$ cat src/rtl/mmio_timer_pkg.sv
// Register map, CTRL/STATUS bit positions and address-window helper for mmio_timer.
// Latency: n/a (definitions only); backpressure: n/a.
package mmio_timer_pkg;

  // Word indices (byte offset >> 2) within the 32-byte window.
  localparam logic [2:0] OFS_CTRL     = 3'd0;
  localparam logic [2:0] OFS_LOAD     = 3'd1;
  localparam logic [2:0] OFS_COUNT    = 3'd2;
  localparam logic [2:0] OFS_STATUS   = 3'd3;
  localparam logic [2:0] OFS_PRESCALE = 3'd4;

  localparam int CTRL_EN    = 0;
  localparam int CTRL_AR    = 1;
  localparam int CTRL_IE    = 2;
  localparam int STATUS_EXP = 0;

  function automatic logic in_window(input logic [31:0] adr, input logic [31:0] base);
    return adr[31:5] == base[31:5];
  endfunction

endpackage

$ cat src/rtl/mmio_timer_if.sv
// Core data-memory bus as seen by a memory-mapped responder.
// Latency: loads combinational, stores take effect at the clock edge; backpressure: none.
interface mmio_timer_if;
  logic        MemWrite;
  logic [31:0] DataAdr;
  logic [31:0] WriteData;
  logic [31:0] ReadData;
  logic        Sel;
  logic        irq;

  modport master (output MemWrite, DataAdr, WriteData, input ReadData, Sel, irq);
  modport slave  (input MemWrite, DataAdr, WriteData, output ReadData, Sel, irq);
endinterface

$ cat src/rtl/mmio_timer_prescaler.sv
// Divides clk by (div+1) while enabled; tick is combinational from the held count.
// Latency: tick in the cycle pscnt == div; backpressure: none.
module timer_prescaler (
  input  logic        clk,
  input  logic        reset,
  input  logic        en,
  input  logic        clr,
  input  logic [31:0] div,
  output logic        tick
);
  logic [31:0] pscnt_q, pscnt_d;

  assign tick = en && (pscnt_q == div);

  always_comb begin
    pscnt_d = pscnt_q + 32'd1;
    if (!en || clr || tick) pscnt_d = '0;
  end

  always_ff @(posedge clk) begin
    if (reset) pscnt_q <= '0;
    else       pscnt_q <= pscnt_d;
  end
endmodule

$ cat src/rtl/mmio_timer.sv
// Memory-mapped countdown timer with prescaler, auto-reload and level irq.
// Latency: loads zero-cycle, stores visible next cycle; backpressure: none (always ready).
module mmio_timer
  import mmio_timer_pkg::*;
#(
  parameter logic [31:0] BASE = 32'h0000_1000
) (
  input  logic        clk,
  input  logic        reset,
  mmio_timer_if.slave bus
);
  logic [2:0]  ctrl_q, ctrl_d;
  logic [31:0] load_q, load_d;
  logic [31:0] count_q, count_d;
  logic [31:0] prescale_q, prescale_d;
  logic        exp_q, exp_d;
  logic        sel, wr, tick, clr_ps, expire;
  logic [2:0]  ofs;
  logic [31:0] rdata;
  logic        unused_adr;

  assign sel        = in_window(bus.DataAdr, BASE);
  assign ofs        = bus.DataAdr[4:2];
  assign wr         = bus.MemWrite && sel;
  assign clr_ps     = wr && (ofs == OFS_CTRL);
  assign expire     = tick && (count_q == 32'd0);
  assign unused_adr = ^bus.DataAdr[1:0];

  timer_prescaler u_prescaler (
    .clk   (clk),
    .reset (reset),
    .en    (ctrl_q[CTRL_EN]),
    .clr   (clr_ps),
    .div   (prescale_q),
    .tick  (tick)
  );

  // Tick effects first, core writes override them, expiry set wins over clear.
  always_comb begin
    ctrl_d     = ctrl_q;
    load_d     = load_q;
    count_d    = count_q;
    prescale_d = prescale_q;
    exp_d      = exp_q;
    if (tick) begin
      if (count_q != 32'd0)   count_d = count_q - 32'd1;
      else if (ctrl_q[CTRL_AR]) count_d = load_q;
      else                    ctrl_d[CTRL_EN] = 1'b0;
    end
    if (wr) begin
      case (ofs)
        OFS_CTRL:     ctrl_d     = bus.WriteData[2:0];
        OFS_LOAD:     load_d     = bus.WriteData;
        OFS_COUNT:    count_d    = bus.WriteData;
        OFS_STATUS:   if (bus.WriteData[STATUS_EXP]) exp_d = 1'b0;
        OFS_PRESCALE: prescale_d = bus.WriteData;
        default:      ;
      endcase
    end
    if (expire) exp_d = 1'b1;
  end

  always_comb begin
    rdata = '0;
    if (sel) begin
      case (ofs)
        OFS_CTRL:     rdata = {29'd0, ctrl_q};
        OFS_LOAD:     rdata = load_q;
        OFS_COUNT:    rdata = count_q;
        OFS_STATUS:   rdata = {31'd0, exp_q};
        OFS_PRESCALE: rdata = prescale_q;
        default:      rdata = '0;
      endcase
    end
  end

  assign bus.ReadData = rdata;
  assign bus.Sel      = sel;
  assign bus.irq      = exp_q & ctrl_q[CTRL_IE];

  always_ff @(posedge clk) begin
    if (reset) begin
      ctrl_q     <= '0;
      load_q     <= '0;
      count_q    <= '0;
      prescale_q <= '0;
      exp_q      <= 1'b0;
    end else begin
      ctrl_q     <= ctrl_d;
      load_q     <= load_d;
      count_q    <= count_d;
      prescale_q <= prescale_d;
      exp_q      <= exp_d;
    end
  end
endmodule

$ cat src/flat_wrapper.sv
// flat-port wrapper written by rule: the top's interface ports become plain ports
module mmio_timer_flat import mmio_timer_pkg::*;
#(
  parameter logic [31:0] BASE = 32'h0000_1000
)
  (clk, reset, bus_MemWrite, bus_DataAdr, bus_WriteData, bus_ReadData, bus_Sel, bus_irq);
  mmio_timer_if bus_i ();
  input  logic clk;
  input  logic reset;
  input wire logic [$bits(bus_i.MemWrite)-1:0] bus_MemWrite;
  input wire logic [$bits(bus_i.DataAdr)-1:0] bus_DataAdr;
  input wire logic [$bits(bus_i.WriteData)-1:0] bus_WriteData;
  output wire logic [$bits(bus_i.ReadData)-1:0] bus_ReadData;
  output wire logic [$bits(bus_i.Sel)-1:0] bus_Sel;
  output wire logic [$bits(bus_i.irq)-1:0] bus_irq;
  assign bus_i.MemWrite = bus_MemWrite;
  assign bus_i.DataAdr = bus_DataAdr;
  assign bus_i.WriteData = bus_WriteData;
  assign bus_ReadData = bus_i.ReadData;
  assign bus_Sel = bus_i.Sel;
  assign bus_irq = bus_i.irq;
  mmio_timer #(.BASE(BASE)) u_core (.clk(clk), .reset(reset), .bus(bus_i));
endmodule
$ cat config.mk
export PLATFORM = sky130hd
export DESIGN_NAME = mmio_timer_flat
export DESIGN_NICKNAME = d
export VERILOG_FILES = /design/src/rtl/mmio_timer_pkg.sv /design/src/rtl/mmio_timer_if.sv /design/src/rtl/mmio_timer_prescaler.sv /design/src/rtl/mmio_timer.sv /design/src/flat_wrapper.sv
export SDC_FILE = /design/constraint.sdc
export NUM_CORES = 1
export LEC_CHECK = 0
export CAP_MARGIN = 20
export CORE_UTILIZATION = 52
export CTS_BUF_LIST = sky130_fd_sc_hd__clkbuf_4
export DETAILED_ROUTE_END_ITERATION = 7
export GPL_TIMING_DRIVEN = 0
export PLACE_DENSITY = 0.84
export SYNTH_ARGS = -nofsm -noshare
export SYNTH_HDL_FRONTEND = slang
export SYNTH_SLANG_ARGS = --single-unit
$ cat constraint.sdc
create_clock -name clk -period 2.25 [get_ports clk]
set_input_delay 0.225 -clock clk [delete_from_list [all_inputs] [get_ports clk]]
set_output_delay 0.225 -clock clk [all_outputs]
set_load 0.02 [all_outputs]
==> run metrics <==
status=finished, violations left; failing checks=setup timing; root buffer cell=clkbuf_4; # diodes=0; drt via density=6.53; Cells after Synth=1,023; fin cells=1,377; clk_skew=17.2 ps; die area=14,600 sq um; Critical Path Sink Type=flop; clk buf depth=2; IO Count=101; MaxCap Viol Count=0; Pre-antenna DRT Iters=7; final hold violations=0; Slew headroom=47.4%; vias after detailed routing=8,990; final-report max-slew violation count=0; placed cell count=1,299; clock power share=32.5%; first-pass GRT wire length=42,000 microns; routed length per placed instance=21.2 microns; Post-synth ARST share=0%; FMAX=0.397 GHz; CTS Sinks=132; Slew @ Worst Pin=789 ps; syn nets=1,093; DRC viols=0; worst setup margin=-271 ps; hold depth=4; pwr/cell area=490 nW/um^2; largest net degree at the start of global routing=17; Worst EP arrival=2990 ps; share of cells above drive strength 1=24.5%; clock-pin transition on the worst setup and hold timing paths=120 ps; family with the most delay on the worst path=simple AND/OR/NAND/NOR gates; remaining global-route overflow=0; cts hold-fix bufs=0; Setup violations, final=32; Die X=121 microns; reg2reg path depth=9; Util after Layout=72.4%; initial core utilization=53.1%; row cnt=43; Crit Path Category=reg2reg; multi-input logic area=5030 sq um; post-synthesis register bit count=132; CTS H-Tree Depth=4; Main synth FF type=dfxtp_1; sw power=1.47 mW; sw frac=29.9%; drt first-iter violations=1,356; total track usage=37.7%; Gate power share=19.9%; min-delay worst type=in2reg; area growth from synthesis to final layout=36.3%; core area=13,800 sq um; worst skew pair latency=570 ps; Final Net Count=1,254; number of buffers created by CTS=17; Bufs and invs on worst path=3; hpwl dp=18,900 microns; Int Power=3.44 mW; antenna viol nets, final=0; Final TNS setup=-4480 ps; Worst Path Max Fanout=7; Crit path required time=2720 ps; Seq/Total Area, Yosys=36.0%; GPL Wtd Cong=1.02; area occupied by registers=2680 sq um; Die Span Y=121 microns; initial antenna violation count=0; peak supply drop=0.000392 V; input/output buffers=96; worst stage delay on the critical path=580 ps; crit-path cells=nor4_4 > buf_4 > nand3_4 > or4_4 > o2111ai_4 > buf_12 > buf_8 > o21ai_2 > a311oi_1; part of the cycle the worst path needs=112%; unique cell type count in the Yosys netlist=55; TritonCTS clock tree=done; WL final=29,200 microns; Final min period=2520 ps; Cell Area, Synth=7350 sq um; vias in the first global route=8,012; number of flops mapped to enable cells by yosys=0; Fillers=998; Flop pwr share=47.7%; Synth Area per Inst=7.18 sq um; Crit-path slowest cell=or4_4; Pleak=3.65 nW; RSZ-0062 raised after global routing=yes; synth warn=0; WP depth=9; crit start category=flop
==> metal layers <==
metal | track usage (%) | share of wire (%) | up-vias
met5 | 0 | 0 | -
met4 | 21.5 | 6.8 | 0
met3 | 9.07 | 13 | 187
met2 | 56.8 | 44 | 780
met1 | 49.0 | 36 | 4113
li1 | - | - | 3910
==> final cells by class <==
type | instances | area share, %
Clock inverter | 12 | 1.14
Buffer | 70 | 4.24
Sequential cell | 132 | 26.8
Inverter | 7 | 0.262
Timing Repair Buffer | 148 | 13.6
Clock buffer | 20 | 1.50
Multi-Input combinational cell | 808 | 50.2
Tap cell | 180 | 2.25
==> synthesized netlist by cell type (11+ instances only) <==
cell	number	area, sq um
nor4_1	16	100
nand4_1	23	144
nand2_1	167	627
nor2_1	170	638
a311oi_1	13	114
and3_1	26	163
buf_2	11	55.1
o21ai_0	42	210
nand3_1	24	120
xnor2_1	38	333
a21oi_1	107	536
a22oi_1	31	233
a211oi_1	13	97.6
nor3_1	27	135
xor2_1	23	201
dfxtp_1	132	2640
o21ai_1	16	80.1
clkbuf_1	61	229
==> timing repair <==
| item | 4_1_cts | 5_1_grt |
|---|---|---|
| pin swaps | 50 | 59 |
| setup buffers | 27 | 21 |
| resized for setup | 235 | 196 |
| gates cloned | 2 | 3 |
| endpoints found under the setup margin | 161 | 143 |
==> flip-flops by register name (all words and copies together) (netlist names) <==
signal                      cells
u_core.u_prescaler.pscnt_q     32
u_core.ctrl_q                   3
u_core.exp_q                    1
u_core.prescale_q              32
u_core.load_q                  32
u_core.count_q                 32
==> cell usage in the layout, fill, tap and decap left out, types with 10 or more instances in the layout <==
cell type        Yosys  layout
xor2_1              23      22
a21oi_1            107     105
o21ai_1             16      10
nand4_1             23      23
xnor2_1             38      33
nand2_1            167     163
buf_2               11      25
nor3_1              27      14
clkdlybuf4s50_1      0      53
dlymetal6s2s_1       0      10
clkbuf_4             0      24
a311oi_1            13      10
buf_4                0      46
clkbuf_1            61      29
o21ai_0             42      28
o21ai_2              0      19
clkbuf_2             0      17
buf_6                2      23
nand3_1             24      22
nor2_1             170     151
a22oi_1             31      29
dfxtp_2              0      12
nor2_4               0      12
dfxtp_1            132     114
and3_1              26      25
==> cell families after synthesis <==
group	synth area share, %
multiplexers	0.988
AO/OA/AOI/OAI	20.1
flip-flops	36.0
adder cells (fa/ha/maj)	0.511
XOR/XNOR	7.27
AND/OR/NAND/NOR	30.5
buffers and inverters	4.63
==> final timing paths <==
| check | startpoint | to | slack (ps) |
|---|---|---|---|
| min reg2reg | u_core.load_q[23] | u_core.load_q[23] | 480 |
| max | u_core.count_q[12] | u_core.count_q[28] | -270 |
| max reg2reg | u_core.count_q[12] | u_core.count_q[28] | -270 |
| min | bus_DataAdr[3] | u_core.exp_q | 240 |
==> worst register-to-register path: stages (launching register included) <==
cell       delay [ps]
dfxtp_4           370
nor4_4            270
buf_4             180
nand3_4           120
or4_4             580
o2111ai_4         230
buf_12            170
buf_8             140
o21ai_2            60
a311oi_1          300
==> through the flow <==
stage          area, sq um  worst slack, ps  total power [mW]  hold WS [ps]
3_5_place_dp          8540            -1220              3.03           460
3_3_place_gp          8540            -1160              3.03           451
2_1_floorplan         7350             12.1              2.75           361
6_report             10000             -271              4.91           242
4_1_cts               9400             -134              4.66           207
5_1_grt              10000             -296              5.03           268
==> power groups by stage <==
stage | clock network, mW | registers (mW) | logic (mW)
2_1_floorplan | 0 | 2.40 | 0.352
3_3_place_gp | 0 | 2.40 | 0.634
3_5_place_dp | 0 | 2.40 | 0.634
4_1_cts | 1.57 | 2.34 | 0.751
5_1_grt | 1.67 | 2.34 | 1.02
6_report | 1.59 | 2.34 | 0.975
No activity file was read; power rests on OpenSTA's default activity.
